`config.mk`:
```
export PLATFORM = sky130hd
export DESIGN_NAME = layer_sequencer
export DESIGN_NICKNAME = d
export VERILOG_FILES = /design/src/rtl/dnn_pkg.sv /design/src/rtl/layer_cfg_table.sv /design/src/rtl/layer_sequencer.sv
export SDC_FILE = /design/constraint.sdc
export NUM_CORES = 1
export LEC_CHECK = 0
export ABC_CLOCK_PERIOD_IN_PS = 3250
export CORE_MARGIN = 5
export CORE_UTILIZATION = 45
export DETAILED_ROUTE_END_ITERATION = 16
export PLACE_DENSITY = 0.64
export SYNTH_ARGS = -nofsm -noshare
export SYNTH_HDL_FRONTEND = slang
export SYNTH_SLANG_ARGS = --single-unit
```
`constraint.sdc`:
```
create_clock -name m_clk -period 3.25 [get_ports m_clk]
set_input_delay 0.325 -clock m_clk [delete_from_list [all_inputs] [get_ports m_clk]]
set_output_delay 0.325 -clock m_clk [all_outputs]
set_load 0.05 [all_outputs]
```
`src/rtl/dnn_pkg.sv`:
```
// Shared types for the DNN control path: table geometry, sequencer states and per-layer config.
package dnn_pkg;
    localparam int IDX_W    = 4;
    localparam int N_LAYERS = 16;

    typedef enum logic [2:0] {IDLE, ISSUE, WAIT, NEXT, DONE} seq_state_t;

    typedef struct packed {
        logic [IDX_W-1:0] num_p;
        logic             need_act;
    } layer_cfg_t;
endpackage

```
`src/rtl/layer_cfg_table.sv`:
```
// Per-layer configuration registers: synchronous write, asynchronous read, active-low sync clear.
module layer_cfg_table
    import dnn_pkg::*;
(
    input  logic             clk,
    input  logic             rst,
    input  logic             we,
    input  logic [IDX_W-1:0] waddr,
    input  layer_cfg_t       wdata,
    input  logic [IDX_W-1:0] raddr,
    output layer_cfg_t       rdata
);
    layer_cfg_t entries [N_LAYERS];

    always_ff @(posedge clk) begin
        if (!rst) begin
            for (int i = 0; i < N_LAYERS; i++) begin
                entries[i] <= '0;
            end
        end else if (we) begin
            entries[waddr] <= wdata;
        end
    end

    assign rdata = entries[raddr];
endmodule

```
`src/rtl/layer_sequencer.sv`:
```
// Walks the programmed layers/partitions and hands one job at a time to the distributor.
// Optional WAIT watchdog is compiled in with LAYER_SEQ_TIMEOUT_EN.
module layer_sequencer
    import dnn_pkg::*;
#(
    parameter int TIMEOUT_CYC = 1024
) (
    input  logic             m_clk,
    input  logic             rst,
    input  logic             start,
    input  logic [IDX_W-1:0] num_layers,
    input  logic             cfg_we,
    input  logic [IDX_W-1:0] cfg_layer,
    input  logic [IDX_W-1:0] cfg_num_p,
    input  logic             cfg_need_act,
    input  logic             all_done,
    output logic             dis_en,
    output logic [IDX_W-1:0] layer_index,
    output logic [IDX_W-1:0] p_index,
    output logic             need_act,
    output logic             busy,
    output logic             done,
    output logic             timeout
);
    seq_state_t       state;
    seq_state_t       state_next;
    logic [IDX_W-1:0] last_layer;
    layer_cfg_t       cur_cfg;
    layer_cfg_t       cfg_wdata;
    logic             table_we;
    logic             last_job;
    logic             wait_expired;

    // The table is frozen for the whole run; writes only land while idle.
    assign table_we  = cfg_we && (state == IDLE);
    assign cfg_wdata = '{num_p: cfg_num_p, need_act: cfg_need_act};

    layer_cfg_table u_table (
        .clk   (m_clk),
        .rst   (rst),
        .we    (table_we),
        .waddr (cfg_layer),
        .wdata (cfg_wdata),
        .raddr (layer_index),
        .rdata (cur_cfg)
    );

    assign last_job = (layer_index == last_layer) && (p_index == cur_cfg.num_p);

`ifdef LAYER_SEQ_TIMEOUT_EN
    logic [31:0] wait_cnt;
    logic        timeout_flag;

    assign wait_expired = (wait_cnt == 32'(TIMEOUT_CYC - 1));

    always_ff @(posedge m_clk) begin
        if (!rst) begin
            wait_cnt     <= '0;
            timeout_flag <= 1'b0;
        end else begin
            if (state == ISSUE) begin
                wait_cnt <= '0;
            end else if (state == WAIT) begin
                wait_cnt <= wait_cnt + 32'd1;
            end
            if ((state == IDLE) && start) begin
                timeout_flag <= 1'b0;
            end else if ((state == WAIT) && !all_done && wait_expired) begin
                timeout_flag <= 1'b1;
            end
        end
    end

    assign timeout = timeout_flag;
`else
    logic unused_timeout_cfg;
    assign unused_timeout_cfg = (TIMEOUT_CYC != 0);
    assign wait_expired       = 1'b0;
    assign timeout            = 1'b0;
`endif

    always_ff @(posedge m_clk) begin
        if (!rst) begin
            state <= IDLE;
        end else begin
            state <= state_next;
        end
    end

    // all_done is deliberately ignored in ISSUE so a level left over from the previous job cannot retire this one.
    always_comb begin
        state_next = state;
        case (state)
            IDLE:    if (start) state_next = ISSUE;
            ISSUE:   state_next = WAIT;
            WAIT: begin
                if (all_done)          state_next = NEXT;
                else if (wait_expired) state_next = DONE;
            end
            NEXT:    state_next = last_job ? DONE : ISSUE;
            DONE:    state_next = IDLE;
            default: state_next = IDLE;
        endcase
    end

    always_ff @(posedge m_clk) begin
        if (!rst) begin
            layer_index <= '0;
            p_index     <= '0;
            last_layer  <= '0;
        end else begin
            case (state)
                IDLE: begin
                    if (start) begin
                        last_layer  <= num_layers;
                        layer_index <= '0;
                        p_index     <= '0;
                    end
                end
                NEXT: begin
                    if (!last_job) begin
                        if (p_index == cur_cfg.num_p) begin
                            p_index     <= '0;
                            layer_index <= layer_index + IDX_W'(1);
                        end else begin
                            p_index <= p_index + IDX_W'(1);
                        end
                    end
                end
                DONE: begin
                    layer_index <= '0;
                    p_index     <= '0;
                end
                default: ;
            endcase
        end
    end

    always_comb begin
        dis_en   = (state == ISSUE) || (state == WAIT);
        need_act = dis_en && cur_cfg.need_act;
        busy     = (state != IDLE);
        done     = (state == DONE);
    end
endmodule

```
==> results.cfg <==
[critical_path]
path_cells = mux4_1, or4b_2, o2111ai_1, or2_2, nand4_4, or4_4, nand3b_1
r2r_slack_ns = 0.14
critPathSlowestCell = mux4_1
crit_fanout = 7
path_delay_family = simple AND/OR/NAND/NOR gates
crit_path_start_kind = register
ff2ff_path_depth = 7
critical_path_arrival_ns = 3.43
cp_num_buf_inv = 0
end_kind = register
max_stage_delay_ns = 0.65
setup.worst_path.class = register to register
required_ns = 3.58

[sta]
max_slew_margin_pct = 47.6
worst_pin_slew_ns = 0.780
setup_viol = 0
fin_skew_ns = 0.0175
period_minus_slack_ns = 3.11
worst_slack_ns = 0.144
drv_slew = 0
grt_setup_unrepaired = no
hold_slack_ns = 0.531
fmax_ghz = 0.322
final.period_utilization_pct = 95.6
finalHoldViolations = 0
setup_tns_ns = 0

[synth]
synth-edff-count = 80
synth.distinct_cells = 49
syn_area_um2 = 4910
yosys_most_used_dff = edfxtp_1
ys_seq_elements = 99
syn_inst = 375
yosysSeqAreaShare_pct = 56.6
syn_avg_cell_area_um2 = 13.1
yosys_warnings = 0
synth_fp_nets = 395
async_reset_ff_share_pct = 0

[hold_path]
hp-class = register to register
hold_path_depth = 2
holdPathEnd = last_layer[3]
worstHoldStart = last_layer[3]

[flow_run]
maxCapViolCount = 0

[layout]
n_antenna_cell = 0
num-fill-cells = 999
fin_util_pct = 51.5
drive_gt1_share_pct = 12.1
area_growth_pct = 13.0
final_common_cell = and2_1
post-route-cell-area_um2 = 5560
layout.nets = 428
final_cell_mix = and2_1 (84), edfxtp_1 (80), clkdlybuf4s50_1 (28)

[routing]
drc = 0
drt_wl_total_mm = 11.3
via_count = 3051
final_antenna_net_count = 0
post_drt_wl_per_cell_um = 20.5
drt_iter0_drc = 207
drt_pass1_iterations = 4
vias_per_cell = 5.52

[cts]
clkSlewWorstSetupHoldPaths_ns = 0.09
clock_path_buffers = 2
htreeDepth = 3
cts_resized = 0
holdBufCountCts = 0
root_buffer = clkbuf_8
cts_tree = built
cts_inserted_buffers = 9
post_cts.repair.setup_buffers = 0
cts_sinks = 99
insertion_delay_ns = 0.38

[floorplan]
die_area_um2 = 13100
coreArea_um2 = 10800
die_w_um = 115
die_y_um = 115
initial_core_util_pct = 45.5
num_rows = 38
num_io_pins = 31

[run_status]
status = completed

[global_route]
grt_pass1_vias = 3124
antenna_found_initial = 0
grt_max_degree = 22
grtUsageTotal_pct = 18.3
grt_pass1_wl_mm = 17.7
grt_overflow = 0

[power_and_ir_drop]
p_leak_nw = 1.98
power.density_nw_per_um2 = 432
ir_drop_uv = 221

[placed_design]
place.gp.congestion = 0.828
port_buffers = 29
place_hpwl_mm = 8.18
preCtsSetupSlack_ns = 0.189
postPlaceCellArea_um2 = 5390
metal layers:
layer  part of all wire, %  track usage [%]
met1                    46             24.5
met2                    48             30.2
met3                   4.4             4.65
met4                  0.65             3.80
met5                     0                0
cell type report:
class / count / area, um2 / share of cell area [%]
Clock buffer: 12 / 145 / 2.61
Tap cell: 140 / 175 / 3.15
Sequential cell: 99 / 2780 / 50.1
Timing Repair Buffer: 43 / 405 / 7.30
Inverter: 4 / 15.0 / 0.270
Multi-Input combinational cell: 251 / 2010 / 36.1
Clock inverter: 4 / 25.0 / 0.450
sequential cells by signal, summed over array words and instances, names as in the netlist, named ones only:
name / count
u_table.entries: 80
last_layer: 4
layer_index: 4
p_index: 4
state: 3
worst min-delay path, cell delays in order, from the launching register on:
cell	delay, ns
dfxtp_1	0.35
mux2i_1	0.08
nor2_1	0.07
where the power goes:
part           internal, W  leakage, nW  switching [W]
clock network     0.000300       0.0907       0.000430
logic            0.0000862        0.910       0.000147
registers          0.00141        0.980      0.0000262
total              0.00180         1.98       0.000604
worst max-delay path by stage:
stage	startpoint	slack (ns)	cells past startpoint	to
floorplan	register	0.55	8	register
global placement	register	0.28	7	register
detailed placement	register	0.19	7	register
CTS	register	0.15	7	register
global route	register	0.09	7	layer_index[3]
finish	register	0.14	7	register
synthesized netlist by cell type, types with 2 or more instances:
| cell | count | area share, % |
|---|---|---|
| a21oi_1 | 4 | 0.41 |
| a31oi_1 | 2 | 0.25 |
| and2_1 | 84 | 11 |
| and3_1 | 2 | 0.25 |
| buf_6 | 2 | 0.46 |
| clkbuf_1 | 16 | 1.2 |
| dfxtp_1 | 19 | 7.7 |
| edfxtp_1 | 80 | 49 |
| ha_1 | 2 | 0.51 |
| inv_1 | 4 | 0.31 |
| mux2_2 | 3 | 0.69 |
| mux2i_1 | 15 | 3.1 |
| mux4_1 | 13 | 7.0 |
| mux4_2 | 8 | 3.7 |
| nand2_1 | 11 | 0.84 |
| nand2b_1 | 6 | 0.76 |
| nand3_1 | 7 | 0.71 |
| nand3b_1 | 4 | 0.61 |
| nand4_1 | 3 | 0.38 |
| nand4b_1 | 2 | 0.36 |
| nor2_1 | 25 | 1.9 |
| nor3_1 | 9 | 0.92 |
| o2111ai_1 | 2 | 0.36 |
| o21ai_0 | 15 | 1.5 |
| o21ai_1 | 3 | 0.31 |
| o22ai_1 | 2 | 0.25 |
| o41ai_1 | 2 | 0.36 |
| or2_2 | 2 | 0.25 |
| or3_1 | 3 | 0.38 |
| xnor2_1 | 5 | 0.89 |
| xnor2_2 | 2 | 0.66 |
kinds of logic (layout without fill, tap and decap cells):
kind of cell	count (synthesis)	in the layout	synth area share [%]
other cells	1	1	0.0763
simple gates	165	165	19.5
flops	99	99	56.6
fa+ha+maj	2	2	0.509
buf+inv	25	63	2.55
mux	39	39	14.4
compound gates	37	37	4.81
xor+xnor	7	7	1.55
per-stage QoR:
| step | instances | power [W] |
|---|---|---|
| final | 553 | 0.00240 |
| after global placement | 537 | 0.00170 |
| after floorplan | 375 | 0.00160 |
| after detailed placement | 537 | 0.00170 |
| after CTS | 553 | 0.00242 |
| after global routing | 553 | 0.00250 |
No activity file was read; power rests on OpenSTA's default activity.
